<file path="src/rtl/e203_exu_wbck_arb_if.sv">
// Writeback, long-pipe dispatch, hazard-check and register-file write signals
// shared by the writeback arbiter and its neighbours.
interface e203_exu_wbck_arb_if #(
  parameter int unsigned RFIDX_W = 5,
  parameter int unsigned XLEN    = 32
);
  logic               alu_wbck_valid;
  logic               alu_wbck_ready;
  logic [RFIDX_W-1:0] alu_wbck_idx;
  logic [XLEN-1:0]    alu_wbck_dat;

  logic               longp_wbck_valid;
  logic               longp_wbck_ready;
  logic               longp_wbck_wen;
  logic [RFIDX_W-1:0] longp_wbck_idx;
  logic [XLEN-1:0]    longp_wbck_dat;

  logic               disp_longp_valid;
  logic               disp_longp_ready;
  logic               disp_longp_rdwen;
  logic [RFIDX_W-1:0] disp_longp_idx;

  logic [RFIDX_W-1:0] chk_src1_idx;
  logic [RFIDX_W-1:0] chk_src2_idx;
  logic [RFIDX_W-1:0] chk_dest_idx;
  logic               chk_src1_dep;
  logic               chk_src2_dep;
  logic               chk_waw_dep;

  logic               rf_wen;
  logic [RFIDX_W-1:0] rf_widx;
  logic [XLEN-1:0]    rf_wdat;

  logic               oitf_empty;

  // Requesters and the register file side.
  modport master (
    output alu_wbck_valid, alu_wbck_idx, alu_wbck_dat,
    output longp_wbck_valid, longp_wbck_wen, longp_wbck_idx, longp_wbck_dat,
    output disp_longp_valid, disp_longp_rdwen, disp_longp_idx,
    output chk_src1_idx, chk_src2_idx, chk_dest_idx,
    input  alu_wbck_ready, longp_wbck_ready, disp_longp_ready,
    input  chk_src1_dep, chk_src2_dep, chk_waw_dep,
    input  rf_wen, rf_widx, rf_wdat, oitf_empty
  );

  // The arbiter itself.
  modport slave (
    input  alu_wbck_valid, alu_wbck_idx, alu_wbck_dat,
    input  longp_wbck_valid, longp_wbck_wen, longp_wbck_idx, longp_wbck_dat,
    input  disp_longp_valid, disp_longp_rdwen, disp_longp_idx,
    input  chk_src1_idx, chk_src2_idx, chk_dest_idx,
    output alu_wbck_ready, longp_wbck_ready, disp_longp_ready,
    output chk_src1_dep, chk_src2_dep, chk_waw_dep,
    output rf_wen, rf_widx, rf_wdat, oitf_empty
  );
endinterface

</file>
<file path="src/rtl/e203_exu_wbck_arb.sv">
// Register-file write-port arbiter (long pipe first, ALU starvation guard)
// plus the outstanding long-pipe destination scoreboard.
module e203_exu_wbck_arb #(
  parameter int unsigned RFIDX_W    = 5,
  parameter int unsigned XLEN       = 32,
  parameter int unsigned RFREG_NUM  = 32,
  parameter int unsigned OUT_DEPTH  = 2,
  parameter int unsigned STARVE_MAX = 4
) (
  input  logic                 clk,
  input  logic                 rst_n,
  e203_exu_wbck_arb_if.slave   bus
);

  localparam int unsigned CNT_W = $clog2(OUT_DEPTH + 1);
  localparam int unsigned STV_W = $clog2(STARVE_MAX + 1);

  logic [RFREG_NUM-1:0] pend;
  logic [RFREG_NUM-1:0] pend_nxt;
  logic [CNT_W-1:0]     out_cnt;
  logic [CNT_W-1:0]     out_cnt_nxt;
  logic [STV_W-1:0]     starve_cnt;
  logic [STV_W-1:0]     starve_nxt;

  logic               longp_req;
  logic               force_alu;
  logic               longp_gnt;
  logic               alu_gnt;
  logic               longp_hs;
  logic               disp_hs;
  logic [RFIDX_W-1:0] alu_idx;
  logic [RFIDX_W-1:0] longp_idx;
  logic [XLEN-1:0]    alu_dat;
  logic [XLEN-1:0]    longp_dat;

  assign alu_idx   = bus.alu_wbck_idx;
  assign longp_idx = bus.longp_wbck_idx;
  assign alu_dat   = bus.alu_wbck_dat;
  assign longp_dat = bus.longp_wbck_dat;

  // Grant: long pipe wins unless the ALU has waited STARVE_MAX grants.
  always_comb begin
    longp_req = bus.longp_wbck_valid & bus.longp_wbck_wen;
    force_alu = (starve_cnt == STV_W'(STARVE_MAX));
    longp_gnt = longp_req & ~force_alu;
    alu_gnt   = bus.alu_wbck_valid & ~longp_gnt;
    longp_hs  = bus.longp_wbck_valid & (~bus.longp_wbck_wen | longp_gnt);
    disp_hs   = bus.disp_longp_valid & (out_cnt < CNT_W'(OUT_DEPTH));
  end

  // Handshake, write-port and status outputs.
  always_comb begin
    bus.alu_wbck_ready   = alu_gnt;
    bus.longp_wbck_ready = ~bus.longp_wbck_wen | longp_gnt;
    bus.disp_longp_ready = (out_cnt < CNT_W'(OUT_DEPTH));
    bus.oitf_empty       = (out_cnt == '0);
    bus.rf_wen           = 1'b0;
    bus.rf_widx          = '0;
    bus.rf_wdat          = '0;
    if (longp_gnt) begin
      bus.rf_wen  = (longp_idx != '0);
      bus.rf_widx = longp_idx;
      bus.rf_wdat = longp_dat;
    end else if (alu_gnt) begin
      bus.rf_wen  = (alu_idx != '0);
      bus.rf_widx = alu_idx;
      bus.rf_wdat = alu_dat;
    end
    bus.chk_src1_dep = pend[bus.chk_src1_idx];
    bus.chk_src2_dep = pend[bus.chk_src2_idx];
    bus.chk_waw_dep  = pend[bus.chk_dest_idx];
  end

  // Next-state: a same-cycle set of an index overrides its clear.
  always_comb begin
    pend_nxt = pend;
    if (longp_hs && bus.longp_wbck_wen) begin
      pend_nxt[longp_idx] = 1'b0;
    end
    if (disp_hs && bus.disp_longp_rdwen) begin
      pend_nxt[bus.disp_longp_idx] = 1'b1;
    end
    pend_nxt[0] = 1'b0;

    out_cnt_nxt = out_cnt;
    if (disp_hs && !longp_hs) begin
      out_cnt_nxt = out_cnt + CNT_W'(1);
    end else if (!disp_hs && longp_hs) begin
      out_cnt_nxt = out_cnt - CNT_W'(1);
    end

    starve_nxt = starve_cnt;
    if (!bus.alu_wbck_valid || alu_gnt) begin
      starve_nxt = '0;
    end else if (longp_gnt && !force_alu) begin
      starve_nxt = starve_cnt + STV_W'(1);
    end
  end

  always_ff @(posedge clk) begin
    if (!rst_n) begin
      pend       <= '0;
      out_cnt    <= '0;
      starve_cnt <= '0;
    end else begin
      pend       <= pend_nxt;
      out_cnt    <= out_cnt_nxt;
      starve_cnt <= starve_nxt;
    end
  end

  // Protocol violations by the surrounding pipeline; no recovery is attempted.
  always_ff @(posedge clk) begin
    if (rst_n) begin
      assert (!(bus.longp_wbck_valid && out_cnt == '0));
      assert (!(disp_hs && bus.disp_longp_rdwen && bus.disp_longp_idx != '0 &&
                pend[bus.disp_longp_idx] &&
                !(longp_hs && bus.longp_wbck_wen && longp_idx == bus.disp_longp_idx)));
    end
  end

endmodule

</file>
<file path="src/flat_wrapper.sv">
// flat-port wrapper written by rule: the top's interface ports become plain ports
module e203_exu_wbck_arb_flat 
#(
  parameter int unsigned RFIDX_W    = 5,
  parameter int unsigned XLEN       = 32,
  parameter int unsigned RFREG_NUM  = 32,
  parameter int unsigned OUT_DEPTH  = 2,
  parameter int unsigned STARVE_MAX = 4
)
  (clk, rst_n, bus_alu_wbck_valid, bus_alu_wbck_idx, bus_alu_wbck_dat, bus_longp_wbck_valid, bus_longp_wbck_wen, bus_longp_wbck_idx, bus_longp_wbck_dat, bus_disp_longp_valid, bus_disp_longp_rdwen, bus_disp_longp_idx, bus_chk_src1_idx, bus_chk_src2_idx, bus_chk_dest_idx, bus_alu_wbck_ready, bus_longp_wbck_ready, bus_disp_longp_ready, bus_chk_src1_dep, bus_chk_src2_dep, bus_chk_waw_dep, bus_rf_wen, bus_rf_widx, bus_rf_wdat, bus_oitf_empty);
  e203_exu_wbck_arb_if #(.RFIDX_W(RFIDX_W), .XLEN(XLEN)) bus_i ();
  input  logic clk;
  input  logic rst_n;
  input wire logic [$bits(bus_i.alu_wbck_valid)-1:0] bus_alu_wbck_valid;
  input wire logic [$bits(bus_i.alu_wbck_idx)-1:0] bus_alu_wbck_idx;
  input wire logic [$bits(bus_i.alu_wbck_dat)-1:0] bus_alu_wbck_dat;
  input wire logic [$bits(bus_i.longp_wbck_valid)-1:0] bus_longp_wbck_valid;
  input wire logic [$bits(bus_i.longp_wbck_wen)-1:0] bus_longp_wbck_wen;
  input wire logic [$bits(bus_i.longp_wbck_idx)-1:0] bus_longp_wbck_idx;
  input wire logic [$bits(bus_i.longp_wbck_dat)-1:0] bus_longp_wbck_dat;
  input wire logic [$bits(bus_i.disp_longp_valid)-1:0] bus_disp_longp_valid;
  input wire logic [$bits(bus_i.disp_longp_rdwen)-1:0] bus_disp_longp_rdwen;
  input wire logic [$bits(bus_i.disp_longp_idx)-1:0] bus_disp_longp_idx;
  input wire logic [$bits(bus_i.chk_src1_idx)-1:0] bus_chk_src1_idx;
  input wire logic [$bits(bus_i.chk_src2_idx)-1:0] bus_chk_src2_idx;
  input wire logic [$bits(bus_i.chk_dest_idx)-1:0] bus_chk_dest_idx;
  output wire logic [$bits(bus_i.alu_wbck_ready)-1:0] bus_alu_wbck_ready;
  output wire logic [$bits(bus_i.longp_wbck_ready)-1:0] bus_longp_wbck_ready;
  output wire logic [$bits(bus_i.disp_longp_ready)-1:0] bus_disp_longp_ready;
  output wire logic [$bits(bus_i.chk_src1_dep)-1:0] bus_chk_src1_dep;
  output wire logic [$bits(bus_i.chk_src2_dep)-1:0] bus_chk_src2_dep;
  output wire logic [$bits(bus_i.chk_waw_dep)-1:0] bus_chk_waw_dep;
  output wire logic [$bits(bus_i.rf_wen)-1:0] bus_rf_wen;
  output wire logic [$bits(bus_i.rf_widx)-1:0] bus_rf_widx;
  output wire logic [$bits(bus_i.rf_wdat)-1:0] bus_rf_wdat;
  output wire logic [$bits(bus_i.oitf_empty)-1:0] bus_oitf_empty;
  assign bus_i.alu_wbck_valid = bus_alu_wbck_valid;
  assign bus_i.alu_wbck_idx = bus_alu_wbck_idx;
  assign bus_i.alu_wbck_dat = bus_alu_wbck_dat;
  assign bus_i.longp_wbck_valid = bus_longp_wbck_valid;
  assign bus_i.longp_wbck_wen = bus_longp_wbck_wen;
  assign bus_i.longp_wbck_idx = bus_longp_wbck_idx;
  assign bus_i.longp_wbck_dat = bus_longp_wbck_dat;
  assign bus_i.disp_longp_valid = bus_disp_longp_valid;
  assign bus_i.disp_longp_rdwen = bus_disp_longp_rdwen;
  assign bus_i.disp_longp_idx = bus_disp_longp_idx;
  assign bus_i.chk_src1_idx = bus_chk_src1_idx;
  assign bus_i.chk_src2_idx = bus_chk_src2_idx;
  assign bus_i.chk_dest_idx = bus_chk_dest_idx;
  assign bus_alu_wbck_ready = bus_i.alu_wbck_ready;
  assign bus_longp_wbck_ready = bus_i.longp_wbck_ready;
  assign bus_disp_longp_ready = bus_i.disp_longp_ready;
  assign bus_chk_src1_dep = bus_i.chk_src1_dep;
  assign bus_chk_src2_dep = bus_i.chk_src2_dep;
  assign bus_chk_waw_dep = bus_i.chk_waw_dep;
  assign bus_rf_wen = bus_i.rf_wen;
  assign bus_rf_widx = bus_i.rf_widx;
  assign bus_rf_wdat = bus_i.rf_wdat;
  assign bus_oitf_empty = bus_i.oitf_empty;
  e203_exu_wbck_arb #(.RFIDX_W(RFIDX_W), .XLEN(XLEN), .RFREG_NUM(RFREG_NUM), .OUT_DEPTH(OUT_DEPTH), .STARVE_MAX(STARVE_MAX)) u_core (.clk(clk), .rst_n(rst_n), .bus(bus_i));
endmodule
</file>
<file path="config.mk">
export PLATFORM = sky130hd
export DESIGN_NAME = e203_exu_wbck_arb_flat
export DESIGN_NICKNAME = d
export VERILOG_FILES = /design/src/rtl/e203_exu_wbck_arb_if.sv /design/src/rtl/e203_exu_wbck_arb.sv /design/src/flat_wrapper.sv
export SDC_FILE = /design/constraint.sdc
export NUM_CORES = 1
export LEC_CHECK = 0
export BUFFER_PORTS_ARGS = -buffer_cell sky130_fd_sc_hd__buf_2
export CAP_MARGIN = 20
export CORE_MARGIN = 3
export CORE_UTILIZATION = 35
export DETAILED_ROUTE_END_ITERATION = 16
export PLACE_DENSITY = 0.68
export SETUP_SLACK_MARGIN = 0.1
export SLEW_MARGIN = 10
export SYNTH_ARGS = -nofsm -noshare
export SYNTH_HDL_FRONTEND = slang
export SYNTH_SLANG_ARGS = --single-unit
</file>
<file path="constraint.sdc">
create_clock -name clk -period 2.2 [get_ports clk]
set_input_delay 0 -clock clk [delete_from_list [all_inputs] [get_ports clk]]
set_output_delay 0 -clock clk [all_outputs]
set_load 0.1 [all_outputs]
</file>
==> results of run 1 <==
## through the flow
stage               hold WS (ps)  utilization, %
floorplan                    147               -
global placement             318            52.7
detailed placement           332            52.7
CTS                         26.5            54.0
global route                68.9            54.1
finish                      33.0            54.1
## logic make-up (layout without fill, tap and decap cells)
group / count (synthesis) / in the layout / share of synthesized area (%)
compound gates: 90 / 90 / 18.5
xor+xnor: 3 / 3 / 0.852
fa+ha+maj: 3 / 3 / 1.22
buf+inv: 35 / 162 / 5.80
flops: 36 / 36 / 23.4
mux: 36 / 36 / 15.7
simple gates: 227 / 227 / 34.5
## cell usage in the layout (no fill, tap or decap), types with 5 or more instances in the layout
cell type	count
a22oi_1	6
o21ai_0	33
clkbuf_8	5
nand3_1	54
mux4_2	6
dfxtp_1	36
a21boi_0	21
a21oi_1	9
mux2i_1	27
nand2b_1	6
a21boi_1	11
nor2_1	16
buf_2	105
nor2b_1	9
inv_1	7
buf_12	40
nand2_1	111
## sequential cells by signal (all words and copies together), names as in the netlist
signal,flops
u_core.starve_cnt,3
u_core.pend,31
u_core.out_cnt,2
## area by class of cell
type / count / area (um^2) / area share, %
Multi-Input combinational cell: 359 / 2200 / 48.5
Timing Repair Buffer: 147 / 1350 / 29.8
Sequential cell: 36 / 721 / 15.9
Tap cell: 105 / 131 / 2.90
Clock buffer: 6 / 72.6 / 1.60
Clock inverter: 2 / 35.0 / 0.773
Inverter: 7 / 26.3 / 0.580
## path summary, 6_finish.rpt
path                                           from                                end  slack, ps
hold / removal                bus_disp_longp_idx[1]         u_core.pend[31]$_SDFF_PN0_         30
setup / recovery  u_core.starve_cnt[0]$_SDFFE_PP0P_     u_core.out_cnt[1]$_SDFFE_PN0P_        270
hold reg to reg   u_core.starve_cnt[0]$_SDFFE_PP0P_  u_core.starve_cnt[0]$_SDFFE_PP0P_        490
setup reg to reg  u_core.starve_cnt[0]$_SDFFE_PP0P_     u_core.out_cnt[1]$_SDFFE_PN0P_        270
## power breakdown
| group | leakage (nW) | internal (mW) | switching, mW |
|---|---|---|---|
| Clock | 0.0552 | 0.336 | 0.238 |
| Sequential | 0.291 | 0.668 | 0.0195 |
| Combinational | 1.68 | 0.407 | 0.861 |
| Total | 2.03 | 1.41 | 1.12 |
## worst register-to-register path: stages, from the launching register on
cell      delay, ps
dfxtp_1         380
inv_1            60
ha_1            200
nand2_2         110
nand2_1         120
nand2_4         110
nand2_1          60
ha_1            310
or3_1           350
a21boi_0        160
## layer usage
layer,GRT usage (%),vias up,wire length [um]
met4,9.03,0,318
met2,36.6,152,5320
met1,26.4,1690,4260
li1,-,1767,-
met3,5.42,16,898
met5,0,-,0
## what timing repair did
action	in CTS	in global routing
hold endpoints to repair	0	0
setup endpoints to repair	0	39
gates resized for setup	0	3
==> impl_results.md, run 1 <==
* RSZ-0062 raised after global routing: no
* Clk_lat worst skew at 290 ps
* Root Driver: clkbuf_8
* Final period util at 87.9%
* Slew Limit Fails at 0
* Layout Cells excl Fill at 662
* Wire length of the first global-routing pass at 17600 um
* Synth Net Count at 534
* Leak at 2.03 nW
* Initial Util at 36.8%
* Hold Path Cell Cnt at 3
* Final setup TNS at 0 ps
* # diodes at 0
* CP top delay family: simple AND/OR/NAND/NOR gates
* CTS tree: done
* Total congestion overflow at 0
* Area growth from synthesis to layout at 47.0%
* GP Congestion at 0.867
* Placed Cells at 654
* Vias in the first global route at 3645
* CP Data Required Time at 2410 ps
* Reg2Reg Depth at 9
* Mean post-synth cell area at 7.17 um^2
* Largest net degree at the start of global routing at 41
* Final Cell Area at 4530 um^2
* Most common cell in the netlist: nand2_1
* I/O pin total at 146
* IO buf count at 145
* Initial DRC Count at 265
* CTS buffer count at 5
* Maximum capacitance violations at 0
* Slew margin rel. at 56.0%
* Die Y-Extent at 99.9 um
* Critical Path End Type: flop
* Post-synth ARST share at 0%
* Wire length per cell at 16.3 um
* Final Hold Viols at 0
* Dpl ws at 280 ps
* Row cnt at 33
* Slowest cell on the critical path: dfxtp_1
* DRC at 0
* Top-area cell type share of the netlist area at 23.4%
* Worst slew pin tran at 661 ps
* Final setup margin at 266 ps
* Synth Flop Type: dfxtp_1
* Post-Syn Instances at 430
* Die footprint at 9970 um^2
* CP Data Arrival Time at 2150 ps
* Routed WL at 10800 um
* Largest stage delay, worst path at 380 ps
* Drt pass-1 iters at 4
* CP cell instances: inv_1, ha_1, nand2_2, nand2_1, nand2_4, nand2_1, ha_1, or3_1, a21boi_0
* Largest cells by area after synthesis: dfxtp_1 23%, nand2_1 14%, mux2i_1 8.8%
* Number of H-tree levels at 2
* Worst path depth at 9
* Synth cell types at 41
* Gr usage total at 21.7%
* Yosys reg bits at 36
* Drt via density at 5.48
* Clock Sinks at 36
* Synthesized area at 3080 um^2
* PwrDens at 558 nW/um^2
* Layout cells sized above 1 at 29.4%
* Total power at 2.53 mW
* Post-CTS Repair Setup Buffers at 0
* Hold buffers post-CTS at 0
* Finish-stage setup viols at 0
* Syn. warnings at 0
* Clock edge transition at the registers on the reported setup and hold paths at 70 ps
* Area after DPL at 4420 um^2
* Fmax at 517 MHz
* Vias at 3625
* Commonest cells in the synthesized netlist: 113 x nand2_1, 54 x nand3_1, 36 x dfxtp_1
* Post-synth EDFFs at 0
* Seq/Total Area, Yosys at 23.4%
* Initial antenna violation count at 0
* Startpoint Class: flop
* Hold Path Class: in2reg
* Clock Path Buffers at 2
* Max FO, Critical Path at 6
* Critical path buffers and inverters at 1
* Layout fillers at 804
* Critical path type: reg2reg
* Final Critical Period at 1930 ps
* Core Region at 8380 um^2
* Clock Skew at 7.28 ps
* VDD IR max at 0.334 mV
* Layout net count at 660
* DP Wirelength at 8750 um
* Detail Route Antenna Nets at 0
* Synth area leader: dfxtp_1
* Outcome: finished clean
* Die width at 99.9 um
(Power assumes the default switching activity.)
==> run 2, diff against run 1 <==
CORE_UTILIZATION = 36   (was 35)
PLACE_DENSITY = 0.7   (was 0.68)
clock period = 2.3 ns   (was 2.2 ns; I/O delays follow)
==> run 2 against run 1 <==
Worst setup slack better by 58 ps. Sequential share of layout area rose by 0.11 points. Core utilization increased by 0.45 points. Critical path depth decreased by 1.
==> impl_results.md, run 2 (synthesis results as in run 1) <==
* RSZ-0062 raised after global routing: no
* Number of H-tree levels at 2
* Critical path type: reg2out
* Final Cell Area at 4500 um^2
* Initial DRC Count at 286
* Routed WL at 10500 um
* Worst slew pin tran at 649 ps
* Layout cells sized above 1 at 29.4%
* Critical path buffers and inverters at 3
* Fmax at 506 MHz
* Row cnt at 33
* CTS buffer count at 5
* Die footprint at 9710 um^2
* Drt via density at 5.47
* Maximum capacitance violations at 0
* CP top delay family: buffers and inverters
* Die width at 98.6 um
* Initial antenna violation count at 0
* CP endpoint: bus_rf_wdat[31]
* Most flop-heavy register: u_core.pend
* Post-cts sizing count at 0
* Area growth from synthesis to layout at 46.0%
* Commonest non-fill, non-tap cell in the layout: nand2_1
* Slowest cell on the critical path: dfxtp_1
* Final Critical Period at 1980 ps
* Critical Path End Type: output port
* Outcome: finished clean
* DP Wirelength at 8490 um
* Slew margin rel. at 56.7%
* PwrDens at 517 nW/um^2
* Gr usage total at 21.3%
* CP Launch Point: u_core.starve_cnt[0]$_SDFFE_PP0P_
* Leak at 2.02 nW
* Met1 usage at 25.5%
* Final cell utilization of the core at 54.5%
* Largest stage delay, worst path at 360 ps
* VDD IR max at 0.369 mV
* Layout net count at 660
* Post-CTS Repair Setup Buffers at 0
* Clock Skew at 3.36 ps
* Reg2Reg Depth at 9
* Die Y-Extent at 98.6 um
* DRC at 0
* R2R Path End: u_core.out_cnt[1]$_SDFFE_PN0P_
* Commonest non-fill, non-tap cells in the layout: 112 x nand2_1, 105 x buf_2, 54 x nand3_1, 40 x buf_12, 36 x dfxtp_1
* Busiest layer in global routing: met2
* Worst path depth at 8
* I/O pin total at 146
* Hold buffers post-CTS at 0
* Regs by FF count: u_core.pend (31), u_core.starve_cnt (3), u_core.out_cnt (2)
* Final period util at 85.9%
* Met3 GRT Util at 5.24%
* Wire length per cell at 15.8 um
* Finish-stage setup viols at 0
* Clk_lat worst skew at 290 ps
* GP Congestion at 0.891
* CTS tree: done
* Detail Route Antenna Nets at 0
* GRT met2 Usage at 38.2%
* Initial Util at 37.3%
* CP Data Arrival Time at 1980 ps
* Wire length of the first global-routing pass at 17100 um
* CP cell instances: inv_1, ha_1, nand2_1, and2_1, buf_4, nand2_1, nand2_1, buf_12
* Clock edge transition at the registers on the reported setup and hold paths at 70 ps
* Max reg flops at 31
* RR Startpoint: u_core.starve_cnt[0]$_SDFFE_PP0P_
* Vias in the first global route at 3570
* Vias at 3622
* CP Data Required Time at 2300 ps
* Hold Path Class: in2reg
* Startpoint Class: flop
* Drt pass-1 iters at 4
* Clock Path Buffers at 2
* Largest net degree at the start of global routing at 41
* CP most frequent cell: nand2_1
* Total congestion overflow at 0
* Root Driver: clkbuf_8
* Final Hold Viols at 0
* Slew Limit Fails at 0
* Clock Sinks at 36
* Reg-to-reg slack, setup at 410 ps
* IO buf count at 145
* Core Region at 8260 um^2
* Max FO, Critical Path at 38
* # diodes at 0
* Area after DPL at 4410 um^2
run 2: cell count changes in the layout (fill, tap and decap cells not counted), sizes merged:
cell,previous run,this run
bufinv,1,0
clkinv,1,2
run 2: per-layer routing:
layer	share of wire, %	vias to the layer above
met5	0	-
met4	1.4	0
met3	8.3	14
met2	51	157
met1	40	1675
li1	-	1776
run 2: area by class of cell:
| class | instances | area, um^2 |
|---|---|---|
| clock buffer | 6 | 82.6 |
| sequential | 36 | 721 |
| inverter | 7 | 26.3 |
| tap | 105 | 131 |
| timing repair buffer | 147 | 1340 |
| multi-input combinational | 359 | 2190 |
| clock inverter | 2 | 10.0 |
| fill | 777 | 3750 |
run 2: worst min-delay path by stage:
stage / startpoint / end / slack (ps) / cells after the start
2_1_floorplan: bus_disp_longp_idx[1] / u_core.pend[3]$_SDFF_PN0_ / 150 / 2
3_3_place_gp: bus_disp_longp_idx[1] / u_core.pend[31]$_SDFF_PN0_ / 320 / 3
3_5_place_dp: bus_disp_longp_idx[1] / u_core.pend[3]$_SDFF_PN0_ / 330 / 3
4_1_cts: bus_disp_longp_idx[1] / u_core.pend[3]$_SDFF_PN0_ / 30 / 3
5_1_grt: bus_disp_longp_idx[1] / u_core.pend[3]$_SDFF_PN0_ / 80 / 3
6_report: bus_disp_longp_idx[1] / u_core.pend[3]$_SDFF_PN0_ / 40 / 3
run 2: metrics by stage:
stage / total power, mW / setup WS, ps / hold slack (ps) / cells / TNS, ps
after detailed placement: 1.88 / 416 / 332 / 654 / 0
after floorplan: 1.46 / -29.8 / 147 / 430 / -29.8
after global placement: 1.87 / 478 / 322 / 654 / 0
after CTS: 2.33 / 312 / 28.6 / 662 / 0
final: 2.33 / 324 / 36.1 / 662 / 0
after global routing: 2.42 / 189 / 77.8 / 662 / 0
run 2: worst min-delay path, delay by kind of cell:
kind / cells / cell delay (ps)
and+or+nand+nor: 1 / 80
buffers and inverters: 1 / 140
AOI/OAI and AO/OA: 1 / 50
run 2: report_power, final:
group | switching (mW) | leakage, nW | internal [mW]
Combinational | 0.820 | 1.67 | 0.388
Sequential | 0.0177 | 0.291 | 0.639
Clock | 0.227 | 0.0510 | 0.239
Total | 1.06 | 2.02 | 1.27
==> run 3, diff against run 2 <==
CORE_ASPECT_RATIO = 0.6   (was default)
CTS_BUF_LIST = sky130_fd_sc_hd__clkbuf_8   (was default)
==> run 3 against run 2 <==
Non-clock buffer count unchanged. Largest cell class unchanged. Worst hold slack worse by 1.4 ps. Critical endpoint is now bus_rf_wen. Design area is 0.25% lower. Flip-flop and latch count did not move. Die area is 0.37% higher. Largest power group unchanged.
==> impl_results.md, run 3 (synthesis results as in run 1) <==
* Die Y-Extent at 77.7 um
* Layout net count at 660
* Leak at 2.01 nW
* Slew margin rel. at 55.5%
* P_int at 1.23 mW
* CP Data Arrival Time at 2030 ps
* Initial DRC Count at 317
* Initial antenna violation count at 0
* Switching share of power at 46.5%
* Reg2Reg Depth at 9
* Outcome: finished clean
* Hold buffers post-CTS at 0
* DP Wirelength at 8900 um
* Finish-stage setup viols at 0
* # diodes at 0
* Slew Limit Fails at 0
* CTS tree: done
* Die width at 125 um
* VDD IR max at 0.740 mV
* Clock Sinks at 36
* Max reg flops at 31
* Initial Util at 38.1%
* Clk_lat worst skew at 290 ps
* Clock edge transition at the registers on the reported setup and hold paths at 70 ps
* Maximum capacitance violations at 0
* Highest routing layer actually used: met4
* Layout Cells excl Fill at 664
* Commonest non-fill, non-tap cell in the layout: nand2_1
* Gate power share at 52.5%
* Critical path type: reg2out
* Placed Cells at 657
* Area growth from synthesis to layout at 45.6%
* Seq pwr share at 28.8%
* CP Data Required Time at 2300 ps
* Sw Pwr at 1.07 mW
* Number of H-tree levels at 2
* Critical Path End Type: output port
* GP Congestion at 0.895
* Met2 routed WL at 4890 um
* Reg-to-reg slack, setup at 310 ps
* I/O pin total at 146
* IO buf count at 145
* RR Startpoint: u_core.starve_cnt[0]$_SDFFE_PP0P_
* Startpoint Class: flop
* Final Critical Period at 2030 ps
* RSZ-0062 raised after global routing: no
* Hold Path Class: in2reg
* Final cell utilization of the core at 55.4%
* Routed WL at 11400 um
* Post-cts sizing count at 0
* Final Hold Viols at 0
* Clock Path Buffers at 2
* Total congestion overflow at 0
* Worst slew pin tran at 667 ps
* Wire length per cell at 17.1 um
* Drt pass-1 iters at 5
* Fmax at 491 MHz
* Wire length of the first global-routing pass at 18000 um
* Vias at 3686
* R2R Path End: u_core.out_cnt[1]$_SDFFE_PN0P_
* Layout cells sized above 1 at 29.1%
* Worst hold endpoint: u_core.pend[31]$_SDFF_PN0_
* Root Driver: clkbuf_8
* Most flop-heavy register: u_core.pend
* Routed met1 length at 5180 um
* DRC at 0
* Final period util at 88.5%
* Metal3 WL at 1150 um
* Vias in the first global route at 3582
* Clock share of power at 18.7%
* Commonest non-fill, non-tap cells in the layout: 112 x nand2_1, 105 x buf_2, 54 x nand3_1, 40 x buf_12, 36 x dfxtp_1
* Core Region at 8100 um^2
* Max FO, Critical Path at 8
* PwrDens at 511 nW/um^2
* CTS buffer count at 5
* Hold Path Cell Cnt at 3
* Clock Skew at 6.10 ps
* Row cnt at 25
* Drt via density at 5.55
* Largest net degree at the start of global routing at 41
* Detail Route Antenna Nets at 0
* Die footprint at 9750 um^2
* HP Start: bus_disp_longp_idx[1]
* Post-CTS Repair Setup Buffers at 0
* Regs by FF count: u_core.pend (31), u_core.starve_cnt (3), u_core.out_cnt (2)
* Min Hold Slack at 34.7 ps
* Gr usage total at 22.4%
## run 3: layer usage
layer | up-vias | global-route usage, %
li1 | 1769 | -
met1 | 1747 | 32.3
met2 | 154 | 31.5
met3 | 16 | 8.25
met4 | 0 | 5.09
met5 | - | 0
## run 3: area by class of cell
class | count | area [um^2]
clock inverters | 2 | 8.76
clock buffers | 5 | 68.8
fillers | 751 | 3610
flip-flops and latches | 36 | 721
repair buffers | 147 | 1340
inverters | 7 | 26.3
well taps | 108 | 135
multi-input cells | 359 | 2190
## run 3: worst max-delay path: stages (launching register included)
cell	delay (ps)
dfxtp_1	360
inv_1	50
ha_1	180
nand2_1	160
nand4bb_1	440
nor2_1	290
a21oi_2	70
buf_12	190
## run 3: worst max path at each step
stage                                       from                        endpoint  slack (ps)  cells past startpoint
4_1_cts        u_core.starve_cnt[0]$_SDFFE_PP0P_                      bus_rf_wen         270                      7
5_1_grt        u_core.starve_cnt[0]$_SDFFE_PP0P_                 bus_rf_wdat[26]         100                      8
6_report       u_core.starve_cnt[0]$_SDFFE_PP0P_                      bus_rf_wen         270                      7
3_5_place_dp   u_core.starve_cnt[0]$_SDFFE_PP0P_  u_core.out_cnt[1]$_SDFFE_PN0P_         320                      9
2_1_floorplan  u_core.starve_cnt[0]$_SDFFE_PP0P_  u_core.out_cnt[1]$_SDFFE_PN0P_         -30                     10
3_3_place_gp   u_core.starve_cnt[0]$_SDFFE_PP0P_  u_core.out_cnt[1]$_SDFFE_PN0P_         460                      9
## run 3: through the flow
stage,instance area [um^2],setup WS [ps],total power [mW],TNS (ps)
2_1_floorplan,3090,-29.8,1.46,-29.8
3_3_place_gp,4410,463,1.86,0
3_5_place_dp,4410,321,1.88,0
4_1_cts,4490,273,2.30,0
5_1_grt,4490,102,2.38,0
6_report,4490,265,2.29,0
## run 3: power groups by stage
stage / clock [mW] / sequential, mW / combinational [mW]
global route: 0.457 / 0.662 / 1.26
floorplan: 0 / 0.665 / 0.792
detailed placement: 0 / 0.673 / 1.20
finish: 0.429 / 0.660 / 1.21
CTS: 0.433 / 0.659 / 1.21
global placement: 0 / 0.670 / 1.19
